<file path="src/rtl/rv32i_types_pkg.sv">
// Shared RV32I types: the 32-bit data word and the RISC-MGMT memory bridge state encoding.
package rv32i_types_pkg;

  typedef logic [31:0] word_t;

  typedef enum logic [1:0] {
    RMGMT_IDLE     = 2'd0,
    RMGMT_WAIT_BUS = 2'd1,
    RMGMT_ACCESS   = 2'd2,
    RMGMT_DONE     = 2'd3
  } rmgmt_mem_state_t;

  localparam logic [3:0] DBUS_BYTE_EN_WORD = 4'b1111;

endpackage

</file>
<file path="src/rtl/rmgmt_mem_bridge.sv">
// Arbitrates RISC-MGMT extension memory requests onto the shared data bus, yielding to the core.
// Optional misaligned-access trap: define RMGMT_MEM_ALIGN_CHK_EN.
module rmgmt_mem_bridge
  import rv32i_types_pkg::*;
(
  input  logic        CLK,
  input  logic        RST,
  input  logic        req_mem,
  input  logic        mem_ren,
  input  logic        mem_wen,
  input  word_t       mem_addr,
  input  word_t       mem_store,
  output word_t       mem_load,
  output logic        mem_busy,
  input  logic        core_dreq,
  input  logic        flush,
  output word_t       dbus_addr,
  output word_t       dbus_wdata,
  output logic        dbus_ren,
  output logic        dbus_wen,
  output logic [3:0]  dbus_byte_en,
  input  logic        dbus_busy,
  input  word_t       dbus_rdata,
  output logic        mem_fault
);

  rmgmt_mem_state_t state_q, state_d;
  word_t            addr_q, addr_d;
  word_t            wdata_q, wdata_d;
  logic             wr_q, wr_d;
  word_t            load_q, load_d;
  logic             misaligned;
  logic             req_valid;
  logic             in_access;
  word_t            addr_out;

`ifdef RMGMT_MEM_ALIGN_CHK_EN
  logic fault_q, fault_d;
  assign misaligned = |mem_addr[1:0];
  assign addr_out   = addr_q;
  assign mem_fault  = fault_q;
`else
  assign misaligned = 1'b0;
  // Word-only bus: low address bits are dropped rather than trapped.
  assign addr_out   = addr_q & 32'hFFFF_FFFC;
  assign mem_fault  = 1'b0;
`endif

  assign req_valid = req_mem && (mem_ren || mem_wen) && !flush;

  always_comb begin
    state_d = state_q;
    addr_d  = addr_q;
    wdata_d = wdata_q;
    wr_d    = wr_q;
    load_d  = load_q;
`ifdef RMGMT_MEM_ALIGN_CHK_EN
    fault_d = 1'b0;
`endif
    case (state_q)
      RMGMT_IDLE: begin
        if (req_valid) begin
          addr_d  = mem_addr;
          wdata_d = mem_store;
          // Both strobes high resolves to a write.
          wr_d    = mem_wen;
          if (misaligned) begin
`ifdef RMGMT_MEM_ALIGN_CHK_EN
            fault_d = 1'b1;
`endif
            state_d = RMGMT_DONE;
          end else if (core_dreq) begin
            state_d = RMGMT_WAIT_BUS;
          end else begin
            state_d = RMGMT_ACCESS;
          end
        end
      end
      RMGMT_WAIT_BUS: begin
        if (flush || !req_mem) begin
          state_d = RMGMT_IDLE;
        end else if (!core_dreq) begin
          state_d = RMGMT_ACCESS;
        end
      end
      RMGMT_ACCESS: begin
        // Once on the bus the access always completes; flush and req_mem are ignored.
        if (!dbus_busy) begin
          if (!wr_q) begin
            load_d = dbus_rdata;
          end
          state_d = RMGMT_DONE;
        end
      end
      RMGMT_DONE: begin
        state_d = RMGMT_IDLE;
      end
      default: begin
        state_d = RMGMT_IDLE;
      end
    endcase
  end

  always_ff @(posedge CLK) begin
    if (RST) begin
      state_q <= RMGMT_IDLE;
      addr_q  <= '0;
      wdata_q <= '0;
      wr_q    <= 1'b0;
      load_q  <= '0;
    end else begin
      state_q <= state_d;
      addr_q  <= addr_d;
      wdata_q <= wdata_d;
      wr_q    <= wr_d;
      load_q  <= load_d;
    end
  end

`ifdef RMGMT_MEM_ALIGN_CHK_EN
  always_ff @(posedge CLK) begin
    if (RST) begin
      fault_q <= 1'b0;
    end else begin
      fault_q <= fault_d;
    end
  end
`endif

  assign in_access    = (state_q == RMGMT_ACCESS);
  assign dbus_ren     = in_access && !wr_q;
  assign dbus_wen     = in_access && wr_q;
  assign dbus_addr    = in_access ? addr_out : '0;
  assign dbus_wdata   = in_access ? wdata_q : '0;
  assign dbus_byte_en = in_access ? DBUS_BYTE_EN_WORD : '0;

  assign mem_load = load_q;
  assign mem_busy = req_mem && (state_q != RMGMT_DONE);

endmodule

</file>
<file path="config.mk">
export PLATFORM = sky130hd
export DESIGN_NAME = rmgmt_mem_bridge
export DESIGN_NICKNAME = d
export VERILOG_FILES = /design/src/rtl/rv32i_types_pkg.sv /design/src/rtl/rmgmt_mem_bridge.sv
export SDC_FILE = /design/constraint.sdc
export NUM_CORES = 1
export LEC_CHECK = 0
export BUFFER_PORTS_ARGS = -buffer_cell sky130_fd_sc_hd__buf_4
export CORE_MARGIN = 10
export CORE_UTILIZATION = 29
export CTS_CLUSTER_DIAMETER = 120
export DETAILED_ROUTE_END_ITERATION = 12
export PLACE_DENSITY_LB_ADDON = 0.12
export SYNTH_ARGS = -nofsm -noshare
export SYNTH_HDL_FRONTEND = slang
export SYNTH_SLANG_ARGS = --single-unit
export TNS_END_PERCENT = 30
</file>
<file path="constraint.sdc">
create_clock -name CLK -period 1.98 [get_ports CLK]
set_input_delay 0.198 -clock CLK [delete_from_list [all_inputs] [get_ports CLK]]
set_output_delay 0.198 -clock CLK [all_outputs]
set_load 0.01 [all_outputs]
</file>
Word level (Yosys, flattened, before mapping):

Cells that the tools add are included.

* add/subtract/negate cells: 0
* multipliers: 0
* div/mod/pow operators: 0
* magnitude comparators: 0
* eq/ne operators: 7
* shifts and indexed selects: 0
* muxes and demuxes: 9
* bitwise gates (word level): 2
* reductions and logical operators: 14

Operators with widths (number)
* 32-bit 2-to-1 mux: 2
* 2-bit 2-to-1 mux: 5
* 2-bit one-hot mux with 4 select lines: 1
* 2-bit != test, second input constant: 3
* 3-bit AND reduction: 2
* 1-bit logical AND: 5
* 2-bit == test, second input constant: 2
* 4-bit 2-to-1 mux: 1
* 1-bit logical NOT: 3
* 3-bit != test, second input constant: 1
* 2-bit by 1-bit == test with 1-bit output, second input constant: 1
* 2-bit logical NOT: 1
* 1-bit logical OR: 2
* 1-bit inverter: 2
* 2-bit AND reduction: 1

* register bits after elaboration: 99
* latch bits: 0
* bits in writable memories: 0
* bits in read-only memories: 0
* input bits: 104
* output and inout port bits: 104
* logic and storage cells: 37
* memories kept: 0

Logic depth before layout (Yosys ltp):

Gate-level depths: netlist (run 1).

* word-level depth: 5
* gate-level depth with buffers: 5
* mapped depth without buffers: 3

Worst setup path before layout (run 1):

Ideal clock, no wire load.

* kind: flip-flop to output port
* start: reg state_q[0]
* end: out dbus_wdata[21]
* data arrival time: 1.158 ns
* required time: 1.782 ns
* path slack: 0.624 ns
* stages on the path, launching flop included: 5
* buffers on the path: 1
* path through: dfxtp_1 -> nand2b_1 -> inv_1 -> clkbuf_1 -> and2_1

* cells in the longest elaborated chain, start to end: 2

Ends and longest elaborated chain
* start, declared: RTL line rmgmt_mem_bridge.sv:27 `rmgmt_mem_state_t state_q, state_d;`
* start signal, assigned: RTL line rmgmt_mem_bridge.sv:112 `state_q <= state_d;`
* 2-bit == test: RTL line rmgmt_mem_bridge.sv:130 `assign in_access = (state_q == RMGMT_ACCESS);`
* via in_access: RTL line rmgmt_mem_bridge.sv:34 `logic in_access;`
* 32-bit 2-to-1 mux: RTL line rmgmt_mem_bridge.sv:134 `assign dbus_wdata = in_access ? wdata_q : '0;`
* end, declared: RTL line rmgmt_mem_bridge.sv:18 `output word_t dbus_wdata,`

The timed path passes the listed nets, and every way through them passes these cells.

Worst setup path in the final report (run 1):

* start: reg state_q[0]
* end: out dbus_wdata[23]

* cells in the longest elaborated chain, start to end: 2

Ends and longest elaborated chain (RTL line)
* 2-bit == test: rmgmt_mem_bridge.sv:130
* 32-bit 2-to-1 mux: rmgmt_mem_bridge.sv:134

No other way between the ends.

==> impl_metrics.csv, run 1 <==
group,metric,value,unit
timing,max_freq,537,MHz
worst_setup_path,worst-r2r-setup-slack,0.41,ns
cts,clock_path_buffers,2,
synthesis,yosysTopAreaCellShare,43.1,%
synthesis,synth_warnings,0,
worst_hold_path,worstHoldStart,"dbus_rdata[28]",
timing,worst_slack,0.117,ns
cells_and_area,multi_input_area,2340,um^2
worst_setup_path,worst-path-max-fanout,26,
worst_setup_path,r2r_start,"state_q[0]",
place,port_buffers,202,
drt,drc,0,
cells_and_area,fill_cells,1504,
place,dp_cells,861,
synthesis,synth_seq_area_share,43.1,%
worst_setup_path,cpMaxStageDelayCell,"dfxtp_1",
floorplan,start_util,29.7,%
drt,vias,3823,
place,gp_congestion,0.709,
cells_and_area,n_antenna_cell,0,
synthesis,ys_top_cells_by_area,"dfxtp_1, nand2b_1, mux2i_1",
synthesis,yosys.area.top_type,"dfxtp_1",
floorplan,die_area,20900,um^2
cts,cts-root-buf,"clkbuf_16",
place,postPlaceCellArea,6130,um^2
synthesis,synth_most_common_cell,"nand2b_1",
cts,cts_tree,"done",
cts,clk_latency,0.34,ns
cts,clkSinkCount,97,
cts,htree_levels,3,
worst_setup_path,required,1.78,ns
cts,post_cts_resized,1,
synthesis,synth_edf_count,0,
synthesis,synthCells,506,
cts,cts_hold_buffers,0,
worst_setup_path,critPathArrivalTime,1.66,ns
worst_setup_path,r2r-end,"addr_q[30]",
timing,finalCriticalPeriod,1.86,ns
synthesis,synth-seq-cells,97,
worst_setup_path,cpPeakStageDelay,0.46,ns
floorplan,die_x,145,um
cells_and_area,seq_area,1940,um^2
global_routing,antenna_found_initial,0,
global_routing,overflow,0,
worst_setup_path,cp_top_family,"flip-flops",
floorplan,rows,45,
cells_and_area,area_growth,43.0,%
cells_and_area,instances_no_fill,876,
worst_setup_path,crit_path_cell_trace,"nand2b_1 > inv_1 > buf_4 > and2_1 > buf_4",
timing,fin_setup_tns,0,ns
floorplan,core-area,15200,um^2
global_routing,grt_pass1_wl,20.2,mm
worst_hold_path,hold_class,"input port to flop",
drt,firstDrtPassIters,4,
drt,avgViaCountPerCell,4.36,
synthesis,synth_area_per_cell,8.91,um^2
worst_hold_path,hold_end,"mem_load[28]",
pwr,power.leakage,2.76,nW
timing,finalSetupViolCount,0,
worst_setup_path,path_buf_inv,3,
synthesis,synth_ff_type,"dfxtp_1",
timing,timing_hold_violations_final,0,
pwr,power_density,691,nW/um^2
drt,wl_per_cell,15.2,um
synthesis,ys_top_cells_by_count,"nand2b_1, dfxtp_1, nand2_1",
drt,drt-total-wl,13.3,mm
global_routing,grt_pass1_vias,3857,
floorplan,io_pins,208,
flow_run,drv_cap,0,
cts,path_clk_slew,0.06,ns
worst_setup_path,startpoint_type,"flop",
timing,grt_setup_unrepaired,"no",
pwr,ir_worst_vdd,0.340,mV
synthesis,syn_area,4510,um^2
place,pre_cts_slack,0.308,ns
cts,post-cts-setup-buffers,0,
global_routing,grt_max_degree,61,
worst_hold_path,hold-path-cell-count,3,
global_routing,grt_use_total,12.2,%
timing,drv_slew,0,
cells_and_area,final_cell_area,6450,um^2
timing,skew,0.00677,ns
drt,drt_iter0_markers,92,
timing,fin_crit_sh,94.1,%
synthesis,yosysUniqueCellTypes,21,
drt,postRouteAntennaNets,0,
place,dp_hpwl,9.75,mm
outcome,status,"complete, no violations",
worst_setup_path,r2r_cells,3,
cells_and_area,drive_gt1_share,32.7,%
cells_and_area,finish.net_count,788,
worst_setup_path,path_class,"flop to output port",
floorplan,die_height,145,um
synthesis,ys_async_sr_fraction,0,%
worst_setup_path,end_kind,"output port",
worst_setup_path,cpMostUsedCell,"buf_4",
cts,cts_buffers,9,
## power breakdown
group,switching [mW],leakage (nW),internal [mW]
combinational,0.220,1.82,0.301
clock,0.730,0.153,1.13
sequential,0.0388,0.788,2.03
## how the worst max path moves through the flow
stage,start,to,slack (ns),cells after the start
after floorplan,state_q[0],dbus_wdata[21],0.62,4
after global placement,flush,wdata_q[16],0.35,5
after detailed placement,flush,addr_q[30],0.31,5
after CTS,state_q[0],dbus_wdata[10],0.07,5
after global routing,state_q[0],dbus_addr[12],0.02,5
final,state_q[0],dbus_wdata[23],0.12,5
## per-stage QoR
stage	utilization (%)	total power, mW	hold WS [ns]
after detailed placement	40.3	2.64	0.448
after global placement	40.3	2.63	0.443
after floorplan	-	2.39	0.317
after global routing	42.4	4.66	0.103
final	42.4	4.45	0.107
after CTS	42.4	4.53	0.0868
## cell type report
class	instances	share of cell area (%)
clock inverters	3	1.01
well taps	188	3.65
clock buffers	12	3.82
inverters	1	0.0582
multi-input cells	365	36.3
flip-flops and latches	97	30.1
repair buffers	210	25.1
## layout by cell type (no fill, tap or decap), types with 2 or more instances in the layout
cell type	Yosys	final
bufinv_16	0	2
buf_4	13	206
dfxtp_1	97	97
and2_1	63	63
a21oi_1	33	33
nand2b_1	129	129
nor2_1	2	2
mux2i_1	63	63
conb_1	1	3
clkbuf_1	22	2
clkbuf_16	0	9
buf_12	0	3
nand2_1	64	64
## cells by family (layout without fill, tap and decap cells)
logic type	count (synthesis)	after routing	synth area share [%]
and+or+nand+nor	264	264	33.2
DFF	97	97	43.1
muxes	63	63	14.0
buffers and inverters	46	226	5.60
AOI/OAI and AO/OA	35	35	4.02
other	1	3	0.0832
## metal layers
| layer | up-vias | part of all wire, % | global-route usage, % |
|---|---|---|---|
| met5 | - | 0 | 0 |
| met2 | 133 | 47 | 19.9 |
| li1 | 1950 | - | - |
| met3 | 13 | 11 | 5.08 |
| met1 | 1727 | 41 | 13.7 |
| met4 | 0 | 1.7 | 5.11 |
## flip-flops by register name, summed over array words and instances, names as in the netlist
register and cells:
addr_q 30, mem_load 32, state_q 2, wdata_q 32, wr_q 1
## worst register-to-register path, stage by stage (launching register included)
cell     delay (ns)
dfxtp_1        0.38
nor4_2         0.45
buf_4          0.43
mux2i_1        0.25
Power figures use the tool's default switching activity.
==> run 2: changes to the inputs <==
--- a/config.mk
+++ b/config.mk
@@ -11,6 +11,8 @@
 export CTS_CLUSTER_DIAMETER = 120
 export DETAILED_ROUTE_END_ITERATION = 12
 export PLACE_DENSITY_LB_ADDON = 0.12
+export RECOVER_POWER = 50
+export SKIP_LAST_GASP = 1
 export SYNTH_ARGS = -nofsm -noshare
 export SYNTH_HDL_FRONTEND = slang
 export SYNTH_SLANG_ARGS = --single-unit
==> run 2 against run 1 <==
Net effect:
- setup slack got worse by 0.0054 ns
- critical endpoint is now dbus_wdata[10]
- critical path depth did not move
- non-clock buffer count did not move
- maximum frequency fell by 0.29%
- routed wire length rose by 0.20%
- sequential share of layout area rose by 0.68 points
- register-to-register slack got worse by 0.26 ns
- sequential power barely moved
- die area did not move
- critical path type unchanged
- highest routed layer unchanged
- first-iteration DRC count rose by 6.5%
- global-route usage did not move
==> impl_metrics.csv, run 2 (synthesis gave the netlist of run 1 again) <==
group,metric,value,unit
worst_setup_path,worst-path-max-fanout,26,
floorplan,die_height,145,um
drt,drt_iter0_markers,98,
outcome,status,"complete, no violations",
floorplan,die_x,145,um
cts,clk_latency,0.34,ns
timing,slew_headroom,45.9,%
global_routing,grt_pass1_wl,20.2,mm
cts,cts_tree,"done",
timing,fin_setup_tns,0,ns
global_routing,overflow,0,
cts,path_clk_slew,0.06,ns
floorplan,core-area,15200,um^2
timing,skew,0.00671,ns
cells_and_area,finish.net_count,788,
floorplan,rows,45,
cts,cts-root-buf,"clkbuf_16",
timing,timing_hold_violations_final,0,
drt,wl_per_cell,15.2,um
worst_setup_path,critPathArrivalTime,1.67,ns
worst_setup_path,crit_path_cell_trace,"nand2b_1 > inv_1 > buf_4 > and2_1 > buf_4",
cells_and_area,final_common_cell,"buf_4",
worst_hold_path,hold-path-cell-count,3,
worst_setup_path,cpMaxStageDelayCell,"dfxtp_1",
worst_setup_path,path_class,"flop to output port",
place,gp_congestion,0.709,
cts,cts_buffers,9,
place,port_buffers,202,
timing,max_freq,535,MHz
cells_and_area,fill_cells,1539,
global_routing,use_met1,13.7,%
worst_setup_path,end_kind,"output port",
floorplan,io_pins,208,
global_routing,grt.busiest_layer,"met2",
pwr,power.leakage,2.61,nW
timing,drv_slew,0,
floorplan,start_util,29.7,%
worst_setup_path,required,1.78,ns
global_routing,grt_use_met2,19.9,%
flow_run,drv_cap,0,
drt,drt-total-wl,13.3,mm
cts,clkSinkCount,97,
timing,fin_hold_ws,0.106,ns
cts,htree_levels,3,
cells_and_area,final_cell_mix,"buf_4, nand2b_1, dfxtp_1",
cells_and_area,n_antenna_cell,0,
timing,grt_setup_unrepaired,"no",
drt,firstDrtPassIters,5,
worst_setup_path,worst-r2r-setup-slack,0.15,ns
worst_setup_path,cpPeakStageDelay,0.46,ns
timing,fin_crit_sh,94.4,%
global_routing,use_met3,5.08,%
drt,postRouteAntennaNets,0,
global_routing,grt_pass1_vias,3857,
place,dp_hpwl,9.75,mm
worst_hold_path,hold_class,"input port to flop",
global_routing,grt_max_degree,61,
timing,finalCriticalPeriod,1.87,ns
global_routing,antenna_found_initial,0,
cells_and_area,area_growth,39.8,%
pwr,power_density,704,nW/um^2
cts,post-cts-setup-buffers,0,
cells_and_area,drive_gt1_share,27.8,%
worst_setup_path,cpMostUsedCell,"buf_4",
worst_setup_path,startpoint_type,"flop",
worst_setup_path,r2r_cells,3,
floorplan,die_area,20900,um^2
global_routing,grt_use_total,12.2,%
drt,vias,3819,
cts,clock_path_buffers,2,
drt,avgViaCountPerCell,4.36,
pwr,ir_worst_vdd,0.342,mV
cts,cts_hold_buffers,0,
drt,drc,0,
timing,finalSetupViolCount,0,
timing,tightest_slew,0.811,ns
[run 2: changes by cell type in the layout (fill, tap and decap cells not counted), sizes merged]
cell | before | now
buf | 210 | 174
clkbuf | 12 | 48
[run 2: where the power goes]
group          internal, mW  switching [mW]
Sequential             2.03          0.0386
Combinational         0.288           0.219
Clock                  1.13           0.727
[run 2: metrics by stage]
step                      area, um^2  power [mW]  setup slack (ns)  utilization, %  instances
after floorplan                 4520        2.39             0.624               -        508
after global placement          6130        2.63             0.353            40.3        861
final                           6300        4.44             0.112            41.5        876
after global routing            6300        4.64            0.0169            41.5        876
after detailed placement        6130        2.64             0.308            40.3        861
after CTS                       6450        4.53            0.0716            42.4        876
[run 2: cell type report]
type	count	area (um^2)	area share [%]
well taps	188	235	3.73
inverters	1	3.75	0.0595
multi-input cells	365	2340	37.1
repair buffers	210	1480	23.4
clock buffers	12	246	3.91
flip-flops and latches	97	1940	30.8
clock inverters	3	65.1	1.03
[run 2: path summary, 6_finish.rpt]
check,start,end
worst max-delay path,state_q[0],dbus_wdata[10]
worst min-delay path,dbus_rdata[28],mem_load[28]
worst max register to register,state_q[0],wdata_q[2]
worst min register to register,mem_load[14],mem_load[14]
[run 2: what timing repair did]
item	4_1_cts	5_1_grt
endpoints found under the setup margin	1	0
resized for setup	1	0
endpoints found under the hold margin	0	0
[run 2: per-layer routing]
layer / vias to the layer above / routed length (um)
li1: 1950 / -
met1: 1726 / 5490
met2: 130 / 6160
met3: 13 / 1420
met4: 0 / 240
met5: - / 0
[run 2: worst max-delay path: cells and delay by family (launching register included)]
family	cells	cell delay, ns
flops	1	0.46
buf+inv	3	0.44
simple gates	2	0.42
